`src/rtl/instr_fetch_unit.sv`:
```
// ============================================================================
// instr_fetch_unit
// Instruction fetch front end: owns the PC, reads imem, hands words to decode.
// Optional delivered-instruction counter enabled by FETCH_INSTR_COUNT_EN.
// Revision: 1.0
// ============================================================================
`default_nettype none

module instr_fetch_unit #(
    parameter int              PC_W     = 32,
    parameter logic [PC_W-1:0] RESET_PC = '0
) (
    input  logic            clk,
    input  logic            rst_n,
    output logic            imem_req,
    output logic [PC_W-1:0] imem_addr,
    input  logic            imem_ready,
    input  logic            imem_rvalid,
    input  logic [31:0]     imem_rdata,
    output logic            instr_valid,
    output logic [31:0]     instr,
    output logic [PC_W-1:0] instr_pc,
    input  logic            instr_ready,
    input  logic            redirect_valid,
    input  logic [PC_W-1:0] redirect_pc,
    output logic            halted,
    output logic [31:0]     instr_count
);

    localparam logic [6:0] C_HALT_OPCODE = 7'b1111111;

    typedef enum logic [1:0] {
        S_FETCH  = 2'd0,
        S_WAIT   = 2'd1,
        S_HOLD   = 2'd2,
        S_HALTED = 2'd3
    } state_t;

    state_t          state_q, state_d;
    logic [PC_W-1:0] pc_q, pc_d;
    logic [PC_W-1:0] req_pc_q, req_pc_d;
    logic            kill_q, kill_d;
    logic            instr_valid_q, instr_valid_d;
    logic [31:0]     instr_q, instr_d;
    logic [PC_W-1:0] instr_pc_q, instr_pc_d;
    logic            halted_q, halted_d;

    logic [PC_W-1:0] w_redirect_pc;
    logic            w_accept;

    assign w_redirect_pc = redirect_pc & ~PC_W'(3);
    assign w_accept      = instr_valid_q && instr_ready && !redirect_valid;

    // Held low while in reset so memory never sees a request before release.
    assign imem_req  = rst_n && (state_q == S_FETCH) && !redirect_valid;
    assign imem_addr = pc_q;

    always_comb begin
        state_d       = state_q;
        pc_d          = pc_q;
        req_pc_d      = req_pc_q;
        kill_d        = kill_q;
        instr_valid_d = instr_valid_q;
        instr_d       = instr_q;
        instr_pc_d    = instr_pc_q;
        halted_d      = halted_q;

        case (state_q)
            S_FETCH: begin
                if (redirect_valid) begin
                    pc_d = w_redirect_pc;
                end else if (imem_ready) begin
                    req_pc_d = pc_q;
                    pc_d     = pc_q + PC_W'(4);
                    state_d  = S_WAIT;
                end
            end
            S_WAIT: begin
                if (redirect_valid) begin
                    pc_d = w_redirect_pc;
                    if (imem_rvalid) begin
                        kill_d  = 1'b0;
                        state_d = S_FETCH;
                    end else begin
                        // Response still in flight: remember to drop it.
                        kill_d = 1'b1;
                    end
                end else if (imem_rvalid) begin
                    if (kill_q) begin
                        kill_d  = 1'b0;
                        state_d = S_FETCH;
                    end else begin
                        instr_d       = imem_rdata;
                        instr_pc_d    = req_pc_q;
                        instr_valid_d = 1'b1;
                        state_d       = S_HOLD;
                    end
                end
            end
            S_HOLD: begin
                if (redirect_valid) begin
                    pc_d          = w_redirect_pc;
                    instr_valid_d = 1'b0;
                    state_d       = S_FETCH;
                end else if (w_accept) begin
                    instr_valid_d = 1'b0;
                    if (instr_q[6:0] == C_HALT_OPCODE) begin
                        halted_d = 1'b1;
                        state_d  = S_HALTED;
                    end else begin
                        state_d = S_FETCH;
                    end
                end
            end
            S_HALTED: begin
                instr_valid_d = 1'b0;
            end
            default: begin
                state_d = S_FETCH;
            end
        endcase
    end

    always_ff @(posedge clk or negedge rst_n) begin
        if (!rst_n) begin
            state_q       <= S_FETCH;
            pc_q          <= RESET_PC;
            req_pc_q      <= '0;
            kill_q        <= 1'b0;
            instr_valid_q <= 1'b0;
            instr_q       <= '0;
            instr_pc_q    <= '0;
            halted_q      <= 1'b0;
        end else begin
            state_q       <= state_d;
            pc_q          <= pc_d;
            req_pc_q      <= req_pc_d;
            kill_q        <= kill_d;
            instr_valid_q <= instr_valid_d;
            instr_q       <= instr_d;
            instr_pc_q    <= instr_pc_d;
            halted_q      <= halted_d;
        end
    end

    assign instr_valid = instr_valid_q;
    assign instr       = instr_q;
    assign instr_pc    = instr_pc_q;
    assign halted      = halted_q;

`ifdef FETCH_INSTR_COUNT_EN
    logic [31:0] count_q, count_d;

    always_comb begin
        count_d = count_q;
        if (w_accept) begin
            count_d = count_q + 32'd1;
        end
    end

    always_ff @(posedge clk or negedge rst_n) begin
        if (!rst_n) begin
            count_q <= '0;
        end else begin
            count_q <= count_d;
        end
    end

    assign instr_count = count_q;
`else
    assign instr_count = '0;
`endif

endmodule

`default_nettype wire
```
`config.mk`:
```
export PLATFORM = sky130hd
export DESIGN_NAME = instr_fetch_unit
export DESIGN_NICKNAME = d
export VERILOG_FILES = /design/src/rtl/instr_fetch_unit.sv
export SDC_FILE = /design/constraint.sdc
export NUM_CORES = 1
export LEC_CHECK = 0
export ABC_AREA = 1
export CORE_ASPECT_RATIO = 2
export CORE_MARGIN = 2
export CORE_UTILIZATION = 47
export DETAILED_ROUTE_END_ITERATION = 10
export GPL_ROUTABILITY_DRIVEN = 0
export PLACE_DENSITY = 0.8
export SLEW_MARGIN = 20
export SYNTH_ARGS = -nofsm -noshare
export SYNTH_HDL_FRONTEND = slang
export SYNTH_SLANG_ARGS = --single-unit
```
`constraint.sdc`:
```
create_clock -name clk -period 2.1 [get_ports clk]
set_input_delay 0.525 -clock clk [delete_from_list [all_inputs] [get_ports clk]]
set_output_delay 0.525 -clock clk [all_outputs]
set_load 0.02 [all_outputs]
```
Word-level counts from Yosys, hierarchy flattened
Cells that the tools add are included.
- register bits: 133
- input bits: 70
- logic and storage cells: 64
- reductions and logical operators: 18
- add/subtract/negate cells: 1
- equality and inequality tests: 12
- bitwise gates (word level): 2
- muxes and demuxes: 23
- operator list (operator ; number):
    $mux W32 ; 3
    $pmux W32 S2 ; 1
    $add A32 B3 Y32 const B ; 1
    $mux W2 ; 9
    $ne A2 B2 Y1 const B ; 5
    $reduce_and A5 Y1 ; 2
    $mux W1 ; 8
    $reduce_and A4 Y1 ; 2
    $eq A7 B7 Y1 const B ; 1
    $ne A3 B3 Y1 const B ; 2
    $pmux W2 S3 ; 1
    $reduce_and A3 Y1 ; 2
    $reduce_bool A3 Y1 ; 2
    $eq A2 B2 Y1 const B ; 2
    $logic_and A1 B1 Y1 ; 4
    $reduce_bool A2 Y1 ; 2
    $pmux W1 S3 ; 1
    $eq A2 B1 Y1 const B ; 1
    $logic_not A2 Y1 ; 1
    $ne A2 B1 Y1 const B ; 1
    $not A1 Y1 ; 2
    $reduce_and A2 Y1 ; 1
    $reduce_or A2 Y1 ; 1
    $logic_not A1 Y1 ; 1

Depth between registers and ports, before layout
- depth in word-level cells: 5
- gate-level depth with buffers: 11
- gate-level depth less buffers: 10

Worst setup path after synthesis
OpenSTA, ideal clock, no wires.
- path type: register to register
- start point: reg pc_q[3], in the netlist imem_addr[3]
- end point: reg pc_q[14], in the netlist imem_addr[14]
- setup time: 0.113 ns
- required time: 1.987 ns
- data arrival time: 1.496 ns
- buffers on the path: 0
- cell stages (with the launch flop): 11
- path slack: 0.492 ns
- path through: dfrtp_1 > ha_1 > inv_1 > nor2_2 > nand2_1 > nor2_1 > nand3_1 > o21ai_0 > nand2_1 > nand2_1 > inv_1
- cells in the longest elaborated chain, start to end: 4
- RTL lines (item ; line ; source):
    start, declared ; 40 ; logic [PC_W-1:0] pc_q, pc_d;
    start signal, assigned ; 136 ; pc_q <= pc_d;
    $add A32 B3 Y32 ; 74 ; pc_d = pc_q + PC_W'(4);
    $mux W32 ; 72 ; end else if (imem_ready) begin
    $mux W32 ; 70 ; if (redirect_valid) begin
    $pmux W32 S2 ; 68 ; case (state_q)
No other way between the ends. The select of a mux whose other input is x is not followed.
A chain may end at the register's enable or synchronous reset.

Worst setup path after layout
- start point: reg pc_q[22], in the netlist imem_addr[22]
- end point: out imem_addr[22]
- RTL lines (item ; line ; source):
    end, declared ; 16 ; output logic [PC_W-1:0] imem_addr,
No word-level cell between the ends.

==> summary.txt <==
Run status
  – Status: finished, final reports clean

Drt
  – Post-Route WL: 16200 um
  – Antenna Nets Post-Route: 0
  – DRT met1 WL: 6740 um
  – Mean routed wirelength per cell: 15.2 um
  – Met2 wire len: 8130 um
  – DRT Pass-1 Iters: 6
  – Vias: 5478
  – Met3 Wirelength: 993 um
  – Highest metal layer with signal wires: met4
  – 1st-iter DRT viols: 455
  – Vias per cell: 5.14
  – DRC Markers: 0

Worst setup path
  – Worst setup SP type: flip-flop
  – WS Path Type: reg2out
  – Worst-path maximum fanout: 6
  – Critical Path RT: 1.57 ns
  – CP Data Arrival Time: 1.52 ns
  – CP delay by family, top: buffers and inverters
  – Worst-path cell chain: clkdlybuf4s50_1
  – Crit-path slowest cell: clkdlybuf4s50_1
  – Endpoint kind of the worst setup timing path: output pin
  – Critical path's largest stage delay: 0.66 ns
  – WP buf/inv: 1

Floorplanning
  – Die Wd: 87.5 um
  – # IOs: 201
  – Die area: 0.0149 mm^2
  – Site Rows: 61
  – Core area: 0.0137 mm^2
  – Initial Util: 47.7%
  – Die height: 171 um

Power and ir drop
  – Total power per unit cell area: 657 mW/mm^2
  – Static Leak: 4.43 nW
  – Maximum vdd ir drop: 0.603 mV

Yosys
  – Yosys warns: 0
  – Most numerous cell in the Yosys netlist: nand2_1
  – Yosys top cell by area: dfrtp_1
  – Post-synth top cells: 189 x nand2_1, 127 x dfrtp_1, 87 x nor2_1
  – EDFF count, synth: 0
  – Synth unique cells: 31
  – Synthesized flop and latch total: 127
  – Post-synth top flop: dfrtp_1
  – Cell count after synthesis: 722
  – Synthesized area: 0.00655 mm^2
  – Yosys top cell area share: 48.5%
  – Sequential area share after synthesis: 48.5%
  – Async S/R FF share, synth: 100%
  – Synthesized area per cell: 9.07 um^2
  – Leading post-synthesis cells by cell area: dfrtp_1 49%, mux2_4 11%, nand2_1 11%

Clock tree
  – Num CTS Buffers: 17
  – H-tree level count: 4
  – Clock root cell: clkbuf_16
  – CTS sink cnt: 127
  – CTS tree: built
  – Clock buffer depth: 2
  – Hold-fix buffers at CTS: 0
  – Clock Pin Slew Worst Setup and Hold Paths: 0.06 ns
  – Worst-skew pair later-pin latency: 0.41 ns

Timing
  – Hold WS: 0.187 ns
  – Final setup vio count: 0
  – Worst slew margin: 50.0%
  – Fin. max-slew vios: 0
  – F_max: 489 MHz
  – Setup TNS: 0 ns
  – RSZ-0062 raised after global routing: false
  – Slew at the pin closest to its max-slew limit: 0.750 ns
  – Final Critical Period: 2.05 ns
  – Tcrit/Tclk final: 97.4%
  – Clock Skews: 0.00768 ns
  – Final Hold Viols: 0

Final layout
  – Ant. Diodes: 0
  – Layout cell share with drive strength beyond 1: 12.5%
  – Layout Nets: 972
  – Area grow syn2layout: 36.8%
  – FILL cells: 1114
  – Design Area, Final: 0.00896 mm^2

Global route
  – Largest net degree at the start of global routing: 128
  – Total grt overflow: 0
  – Wire length of the first global-routing pass: 26300 um
  – Vias in the first global route: 5324
  – GRT Overall Usage: 22.4%
  – Initial antenna violation count: 0

Placed design
  – Placement Cell Area: 0.00832 mm^2
  – Hpwl dp: 11700 um
  – IO Port Bufs: 162

Min path
  – Hold crit path type: in2async

Flow run
  – Max_cap viols: 0
==> final timing paths <==
check / slack (ns) / startpoint / depth (start not counted) / end
max: 0.05 / imem_addr[22] / 1 / imem_addr[22]
max in group asynchronous: 1.29 / rst_n / 2 / imem_addr[25]
min in group clk: 0.48 / req_pc_q[14] / 2 / req_pc_q[14]
max reg2reg: 0.22 / imem_addr[2] / 10 / imem_addr[14]
min reg2reg: 0.48 / req_pc_q[14] / 2 / req_pc_q[14]
min: 0.19 / rst_n / 2 / instr_pc[2]
==> flip-flops by register name (all words and copies together) (netlist names) <==
name	flops
halted	1
imem_addr	30
instr	32
instr_pc	30
instr_valid	1
kill_q	1
req_pc_q	30
state_q	2
==> power by group <==
part	total (W)	switching [W]	internal, W
Combinational	0.000315	0.000171	0.000144
Sequential	0.00245	0	0.00245
Clock	0.00312	0.00105	0.00207
Total	0.00588	0.00122	0.00466
==> cells in the final DEF, fill, tap and decap left out, types with 4 or more instances in the layout <==
master	n
nand2_1	189
clkdlybuf4s50_1	157
dfrtp_1	127
nor2_1	86
inv_1	58
o21ai_0	58
mux2_4	50
nand3_1	38
conb_1	36
clkbuf_16	17
buf_4	13
mux2_1	8
a21oi_1	8
buf_12	8
ha_1	5
nor2_4	4
o22ai_1	4
bufinv_16	4
==> timing repair <==
| action | in CTS | in global routing |
|---|---|---|
| setup endpoints to repair | 1 | 4 |
| buffers inserted | 0 | 0 |
| gates cloned | 0 | 0 |
| gates resized for setup | 3 | 4 |
| pin swaps | 0 | 0 |
==> metrics by stage <==
stage | power, W | util, % | setup WS, ns | cells
after detailed placement | 0.00281 | 60.6 | -0.0756 | 1035
after global routing | 0.00608 | 65.2 | 0.000736 | 1066
after global placement | 0.00280 | 60.6 | -0.0776 | 1035
after CTS | 0.00596 | 65.2 | 0.00811 | 1066
after floorplan | 0.00265 | - | 0.492 | 757
final | 0.00588 | 65.2 | 0.0537 | 1066
==> final cells by class <==
class	instances	area, um^2	share of cell area [%]
inverters	58	218	2.43
multi-input cells	511	2860	32.0
repair buffers	182	1870	20.9
well taps	157	196	2.19
clock inverters	10	160	1.79
clock buffers	21	470	5.25
flip-flops and latches	127	3180	35.5
==> logic make-up (layout without fill, tap and decap cells) <==
family | Yosys count | count (layout) | share of synthesized area [%]
compound gates | 79 | 79 | 6.40
xor+xnor | 1 | 1 | 0.134
fa+ha+maj | 5 | 5 | 0.956
buf+inv | 119 | 271 | 9.94
flops | 127 | 127 | 48.5
mux | 61 | 61 | 13.4
other cells | 1 | 36 | 0.0573
simple gates | 329 | 329 | 20.6
==> per-layer routing <==
layer | track usage (%) | vias up
li1 | - | 2602
met1 | 29.3 | 2606
met2 | 37.1 | 239
met3 | 4.20 | 31
met4 | 7.36 | 0
met5 | 0 | -
Note: power is estimated with default switching activity, not from simulation.
